[src/rtl/load_store_unit.sv]
// load_store_unit: memory-access stage of the dCPU core.
// Converts an ALU effective address into a word-aligned, byte-enabled
// req/ack memory transaction. Loads return the extracted and extended
// byte/halfword/word as a one-cycle writeback pulse. Misaligned accesses
// are rejected with a one-cycle exception pulse and never reach memory.
// Optional feature macro: LSU_TIMEOUT_EN (BUSY watchdog, exc_timeout pulse).

module load_store_unit #(
    parameter int TIMEOUT_CYCLES = 255
) (
    input  logic        clk,
    input  logic        rst,
    input  logic        req_valid,
    output logic        req_ready,
    input  logic [5:0]  alucode,
    input  logic [31:0] addr,
    input  logic [31:0] wdata,
    input  logic [4:0]  rd,
    output logic        mem_req,
    output logic        mem_we,
    output logic [31:0] mem_addr,
    output logic [3:0]  mem_be,
    output logic [31:0] mem_wdata,
    input  logic        mem_ack,
    input  logic [31:0] mem_rdata,
    output logic        wb_valid,
    output logic [4:0]  wb_rd,
    output logic [31:0] wb_data,
    output logic        exc_misaligned,
    output logic        exc_timeout
);

    // Memory-access opcodes of the dCPU ALU encoding.
    localparam logic [5:0] ALU_LB  = 6'd10;
    localparam logic [5:0] ALU_LH  = 6'd11;
    localparam logic [5:0] ALU_LW  = 6'd12;
    localparam logic [5:0] ALU_LBU = 6'd13;
    localparam logic [5:0] ALU_LHU = 6'd14;
    localparam logic [5:0] ALU_SB  = 6'd15;
    localparam logic [5:0] ALU_SH  = 6'd16;
    localparam logic [5:0] ALU_SW  = 6'd17;

    typedef enum logic [0:0] {
        ST_IDLE = 1'b0,
        ST_BUSY = 1'b1
    } state_t;

    typedef enum logic [1:0] {
        SZ_B = 2'd0,
        SZ_H = 2'd1,
        SZ_W = 2'd2
    } size_t;

    // Byte enables for an access of the given size at byte offset off.
    function automatic logic [3:0] calc_be(input size_t sz, input logic [1:0] off);
        logic [3:0] be;
        case (sz)
            SZ_B:    be = 4'b0001 << off;
            SZ_H:    be = off[1] ? 4'b1100 : 4'b0011;
            SZ_W:    be = 4'b1111;
            default: be = 4'b0000;
        endcase
        return be;
    endfunction

    // Store data replicated across every lane the access could target.
    function automatic logic [31:0] replicate(input size_t sz, input logic [31:0] d);
        logic [31:0] r;
        case (sz)
            SZ_B:    r = {4{d[7:0]}};
            SZ_H:    r = {2{d[15:0]}};
            SZ_W:    r = d;
            default: r = 32'h0000_0000;
        endcase
        return r;
    endfunction

    // Halfword ops need addr[0]=0, word ops need addr[1:0]=0; bytes always fit.
    function automatic logic is_misaligned(input size_t sz, input logic [1:0] off);
        logic m;
        case (sz)
            SZ_B:    m = 1'b0;
            SZ_H:    m = off[0];
            SZ_W:    m = (off != 2'b00);
            default: m = 1'b0;
        endcase
        return m;
    endfunction

    // Pick the addressed lane out of the read word and sign/zero extend it.
    function automatic logic [31:0] extract(input size_t sz, input logic sgn,
                                            input logic [1:0] off, input logic [31:0] d);
        logic [7:0]  b;
        logic [15:0] h;
        logic [31:0] r;
        case (off)
            2'd0:    b = d[7:0];
            2'd1:    b = d[15:8];
            2'd2:    b = d[23:16];
            2'd3:    b = d[31:24];
            default: b = 8'h00;
        endcase
        h = off[1] ? d[31:16] : d[15:0];
        case (sz)
            SZ_B:    r = {{24{sgn & b[7]}}, b};
            SZ_H:    r = {{16{sgn & h[15]}}, h};
            SZ_W:    r = d;
            default: r = 32'h0000_0000;
        endcase
        return r;
    endfunction

    state_t      state_q;
    logic        ready_q;
    logic        mem_req_q;
    logic        mem_we_q;
    logic [31:0] mem_addr_q;
    logic [3:0]  mem_be_q;
    logic [31:0] mem_wdata_q;
    logic [4:0]  rd_q;
    size_t       size_q;
    logic        sign_q;
    logic [1:0]  off_q;
    logic        wb_valid_q;
    logic [4:0]  wb_rd_q;
    logic [31:0] wb_data_q;
    logic        exc_mis_q;

    logic        is_mem_s;
    logic        is_load_s;
    size_t       size_s;
    logic        sign_s;
    logic [1:0]  off_s;
    logic        misaligned_s;
    logic [3:0]  be_s;
    logic [31:0] wdata_s;

`ifdef LSU_TIMEOUT_EN
    localparam logic [7:0] TO_LAST = 8'(TIMEOUT_CYCLES - 1);
    logic [7:0] cnt_q;
    logic       exc_to_q;
`else
    logic unused_timeout_s;
    assign unused_timeout_s = (TIMEOUT_CYCLES == 0);
`endif

    // Decode the alucode into access class, size and signedness.
    always_comb begin
        is_mem_s  = 1'b0;
        is_load_s = 1'b0;
        size_s    = SZ_W;
        sign_s    = 1'b0;
        case (alucode)
            ALU_LB:  begin is_mem_s = 1'b1; is_load_s = 1'b1; size_s = SZ_B; sign_s = 1'b1; end
            ALU_LH:  begin is_mem_s = 1'b1; is_load_s = 1'b1; size_s = SZ_H; sign_s = 1'b1; end
            ALU_LW:  begin is_mem_s = 1'b1; is_load_s = 1'b1; size_s = SZ_W; sign_s = 1'b0; end
            ALU_LBU: begin is_mem_s = 1'b1; is_load_s = 1'b1; size_s = SZ_B; sign_s = 1'b0; end
            ALU_LHU: begin is_mem_s = 1'b1; is_load_s = 1'b1; size_s = SZ_H; sign_s = 1'b0; end
            ALU_SB:  begin is_mem_s = 1'b1; is_load_s = 1'b0; size_s = SZ_B; sign_s = 1'b0; end
            ALU_SH:  begin is_mem_s = 1'b1; is_load_s = 1'b0; size_s = SZ_H; sign_s = 1'b0; end
            ALU_SW:  begin is_mem_s = 1'b1; is_load_s = 1'b0; size_s = SZ_W; sign_s = 1'b0; end
            default: begin is_mem_s = 1'b0; is_load_s = 1'b0; size_s = SZ_W; sign_s = 1'b0; end
        endcase
    end

    // Lane enables, replicated store data and alignment check for the request.
    always_comb begin
        off_s        = addr[1:0];
        be_s         = calc_be(size_s, off_s);
        misaligned_s = is_misaligned(size_s, off_s);
        if (is_load_s) begin
            wdata_s = 32'h0000_0000;
        end else begin
            wdata_s = replicate(size_s, wdata);
        end
    end

    // Single FSM: accept in IDLE, hold the transaction in BUSY until ack.
    always_ff @(posedge clk or posedge rst) begin
        if (rst) begin
            state_q     <= ST_IDLE;
            ready_q     <= 1'b1;
            mem_req_q   <= 1'b0;
            mem_we_q    <= 1'b0;
            mem_addr_q  <= 32'h0000_0000;
            mem_be_q    <= 4'b0000;
            mem_wdata_q <= 32'h0000_0000;
            rd_q        <= 5'd0;
            size_q      <= SZ_W;
            sign_q      <= 1'b0;
            off_q       <= 2'b00;
            wb_valid_q  <= 1'b0;
            wb_rd_q     <= 5'd0;
            wb_data_q   <= 32'h0000_0000;
            exc_mis_q   <= 1'b0;
`ifdef LSU_TIMEOUT_EN
            cnt_q       <= 8'd0;
            exc_to_q    <= 1'b0;
`endif
        end else begin
            wb_valid_q <= 1'b0;
            exc_mis_q  <= 1'b0;
`ifdef LSU_TIMEOUT_EN
            exc_to_q   <= 1'b0;
`endif
            case (state_q)
                ST_IDLE: begin
                    if (req_valid && is_mem_s) begin
                        if (misaligned_s) begin
                            exc_mis_q <= 1'b1;
                        end else begin
                            state_q     <= ST_BUSY;
                            ready_q     <= 1'b0;
                            mem_req_q   <= 1'b1;
                            mem_we_q    <= ~is_load_s;
                            mem_addr_q  <= {addr[31:2], 2'b00};
                            mem_be_q    <= be_s;
                            mem_wdata_q <= wdata_s;
                            rd_q        <= rd;
                            size_q      <= size_s;
                            sign_q      <= sign_s;
                            off_q       <= off_s;
`ifdef LSU_TIMEOUT_EN
                            cnt_q       <= 8'd0;
`endif
                        end
                    end else begin
                        // Non-memory ops are accepted and dropped silently.
                        state_q <= ST_IDLE;
                    end
                end
                ST_BUSY: begin
                    if (mem_ack) begin
                        state_q   <= ST_IDLE;
                        ready_q   <= 1'b1;
                        mem_req_q <= 1'b0;
                        if (!mem_we_q) begin
                            wb_valid_q <= 1'b1;
                            wb_rd_q    <= rd_q;
                            wb_data_q  <= extract(size_q, sign_q, off_q, mem_rdata);
                        end else begin
                            wb_valid_q <= 1'b0;
                        end
                    end
`ifdef LSU_TIMEOUT_EN
                    else if (cnt_q == TO_LAST) begin
                        // Watchdog abort: an ack in this same cycle would have won above.
                        state_q   <= ST_IDLE;
                        ready_q   <= 1'b1;
                        mem_req_q <= 1'b0;
                        exc_to_q  <= 1'b1;
                    end else begin
                        cnt_q <= cnt_q + 8'd1;
                    end
`else
                    else begin
                        state_q <= ST_BUSY;
                    end
`endif
                end
                default: begin
                    state_q   <= ST_IDLE;
                    ready_q   <= 1'b1;
                    mem_req_q <= 1'b0;
                end
            endcase
        end
    end

    assign req_ready      = ready_q;
    assign mem_req        = mem_req_q;
    assign mem_we         = mem_we_q;
    assign mem_addr       = mem_addr_q;
    assign mem_be         = mem_be_q;
    assign mem_wdata      = mem_wdata_q;
    assign wb_valid       = wb_valid_q;
    assign wb_rd          = wb_rd_q;
    assign wb_data        = wb_data_q;
    assign exc_misaligned = exc_mis_q;
`ifdef LSU_TIMEOUT_EN
    assign exc_timeout    = exc_to_q;
`else
    assign exc_timeout    = 1'b0;
`endif

endmodule
[config.mk]
export PLATFORM = sky130hd
export DESIGN_NAME = load_store_unit
export DESIGN_NICKNAME = d
export VERILOG_FILES = /design/src/rtl/load_store_unit.sv
export SDC_FILE = /design/constraint.sdc
export NUM_CORES = 1
export LEC_CHECK = 0
export ABC_AREA = 1
export CORE_ASPECT_RATIO = 0.75
export CORE_MARGIN = 10
export CORE_UTILIZATION = 49
export DETAILED_ROUTE_END_ITERATION = 10
export HOLD_SLACK_MARGIN = 0.1
export PLACE_DENSITY = 0.86
export SLEW_MARGIN = 20
export SYNTH_ARGS = -nofsm -noshare
export SYNTH_HDL_FRONTEND = slang
export SYNTH_SLANG_ARGS = --single-unit
[constraint.sdc]
create_clock -name clk -period 6.85 [get_ports clk]
set_input_delay 2.055 -clock clk [delete_from_list [all_inputs] [get_ports clk]]
set_output_delay 2.055 -clock clk [all_outputs]
set_load 0.02 [all_outputs]
==> reports/metrics.yaml <==
overflow: 0
cellPowerDensity_mw_per_mm2: 364.7
cts_hold_buf: 0
via_per_inst: 5.109
cp_top_family: "buffers and inverters"
crit_type: "in -> reg"
start_util_pct: 50.67
fin_setup_tns_ps: 0
fill_cells: 996
hold_start: "wb_data[1]"
min_period_ps: 4929
status: "finished clean"
crit_path_max_incr_delay_ps: 570
drc: 0
synth_seq_cells: 119
syn_inst: 921
grt_pass1_wl_mm: 34.99
final-setup-viol-count: 0
worstRegToRegCells: 7
rsz0062_at_grt: "false"
dp_hpwl_mm: 15.95
r2r-end: "wb_data[15]"
max-slew-margin-rel_pct: 35.82
post_cts_buffers: 0
antenna_found_initial: 1
gp_congestion: 0.9078
vias: 6636
nets: 1234
path_buf_inv: 3
cts-root-buf: "clkbuf_16"
hold_viol_final: 0
area_growth_pct: 45.61
drtIter0Drc: 689
crit_top_cell: "nand2_1"
synth_edf_count: 0
place_inst: 1265
critPathMaxFanout: 62
antenna_left: 0
ys_top_cells_by_area: "dfrtp_1 47%, nand2_1 33%, nor2_1 3.0%"
drv_slew: 0
synthFlopType: "dfrtp_1"
max-cap-violations: 0
drive_gt1_share_pct: 4.505
io_buffers: 218
slowest_stage: "buf_4"
clk_pin_slew_ps: 60
synth_cell_types: 27
cts_buffers: 17
routed_wl_mm: 22.03
grt_pass1_vias: 6542
synth.top_cell.area_share_pct: 46.62
grt.total_usage_pct: 24.57
rows: 35
max_freq_mhz: 202.9
tightest_slew_ps: 962.8
avgSynthCellArea_um2: 6.818
fin_cells: 1299
h-tree-depth: 4
syn_area_mm2: 0.006280
peakVddDrop_uv: 222.2
cts_tree: "done"
hold_class: "reg -> reg"
ys_seq_area_share_pct: 47.46
synth_top_area_cell: "dfrtp_1"
min_path_cells: 2
die_w_um: 150.7
cts_num_sinks: 119
clock-skew-final_ps: 7.873
cp-end-kind: "flop"
worstPathArrival_ps: 5270
cts-resized-gates: 0
dieArea_mm2: 0.01779
yosys_warnings: 0
worstPathCellList: "clkdlybuf4s50_1 -> nand2_1 -> o211ai_1 -> nand2_1 -> ha_1 -> inv_2 -> nand2_1 -> nand2_1 -> nand2_1 -> nor2_4 -> buf_4 -> nand2_1 -> nand2_1"
grt_start_max_net_pins: 83
io_pins: 222
drtPass1Iterations: 6
hold_path_end: "wb_data[1]"
reg2reg_from: "off_q[1]"
coreArea_mm2: 0.01239
clock_path_buffers: 2
clkLatencyLatePin_ps: 410
post-route-period-util_pct: 71.96
holdWs_ps: 475.4
p_leak_nw: 4.815
ys_async_sr_fraction_pct: 100.0
critPathRequiredTime_ps: 7190
routedWlPerCell_um: 16.96
cp-start-kind: "input pin"
die_h_um: 118.0
r2r_setup_slack_ps: 4110
[cell type report]
class	count	area, µm²	share of cell area, %
Multi-Input combinational cell	713	2910	31.83
Inverter	44	170.2	1.861
Clock buffer	19	442.9	4.844
Clock inverter	13	195.2	2.135
Timing Repair Buffer	224	2235	24.44
Sequential cell	119	2980	32.59
Antenna cell	1	2.502	0.02737
Tap cell	166	207.7	2.271
[worst max-delay path by stage]
stage	start	endpoint	slack [ps]	cells past startpoint
2_1_floorplan	rst	exc_misaligned	1640	1
3_3_place_gp	alucode[5]	state_q	1710	12
3_5_place_dp	alucode[2]	mem_addr[3]	1580	13
4_1_cts	alucode[2]	mem_addr[3]	2000	13
5_1_grt	alucode[2]	mem_addr[3]	1640	13
6_report	alucode[2]	mem_addr[3]	1920	13
[synthesized netlist by cell type, types with 2 or more instances]
library cell  number
o21ai_0           17
nor3_1             2
nor2_1            51
ha_1               4
buf_6              3
buf_2             22
inv_1             41
dfstp_2            2
clkbuf_1          12
nand3_1           38
nor2_2             2
nand2_1          556
buf_1              4
inv_2              3
buf_4              6
dfrtp_1          117
a21oi_1           24
a22oi_1            8
[worst register-to-register path: cells and delay by family (launching register included)]
kind,cells,cell delay [ps]
simple gates,6,1270
buf+inv,1,440
flops,1,920
[registers in the layout, summed over array words and instances (netlist names), 2 cells and up]
signal and flops:
mem_addr 30, mem_be 4, mem_wdata 32, off_q 2
rd_q 5, size_q 2, wb_data 32, wb_rd 5
[layer usage]
metal	vias up	wire (µm)	track usage, %
met5	-	0	0
met4	0	516	7.143
met3	39	3042	11.29
met2	354	9280	35.08
met1	3038	9187	32.44
li1	3205	-	-
[logic make-up after synthesis]
group	synth area share [%]
buffers and inverters	6.595
AO/OA/AOI/OAI	4.423
other	0.05972
AND/OR/NAND/NOR	40.67
flip-flops	47.46
adder cells (fa/ha/maj)	0.7970
[report_power, final]
| part | internal (mW) | switching [mW] |
|---|---|---|
| registers | 0.924 | 0.151 |
| logic | 0.575 | 0.722 |
| clock network | 0.623 | 0.340 |
| total | 2.12 | 1.21 |
[placed cells by master (no fill, tap or decap), drive strengths merged]
cell type      synthesis  routed
nor2                  54      54
a22oi                  8       8
a21oi                 24      24
clkbuf                12      19
diode                  0       1
nand3b                 1       1
dfstp                  2       2
o211ai                 1       1
nand3                 39      39
dfrtp                117     117
inv                   44      46
clkdlybuf4s50          0     218
bufinv                 0       4
clkinvlp               0       3
buf                   35       6
ha                     4       4
nor3b                  1       1
clkinv                 0       4
nor3                   3       3
o21ai                 18      18
conb                   1       3
nand4                  1       1
nand2                556     556
[metrics by stage]
step	power (mW)	setup slack [ps]	instance area (µm²)	utilization (%)
2_1_floorplan	1.731	1641	6287	-
3_3_place_gp	2.347	1714	8486	68.47
5_1_grt	3.525	1638	9141	73.76
4_1_cts	3.352	1999	9124	73.62
6_report	3.335	1921	9144	73.78
3_5_place_dp	2.369	1578	8486	68.47
Power figures use the tool's default switching activity.
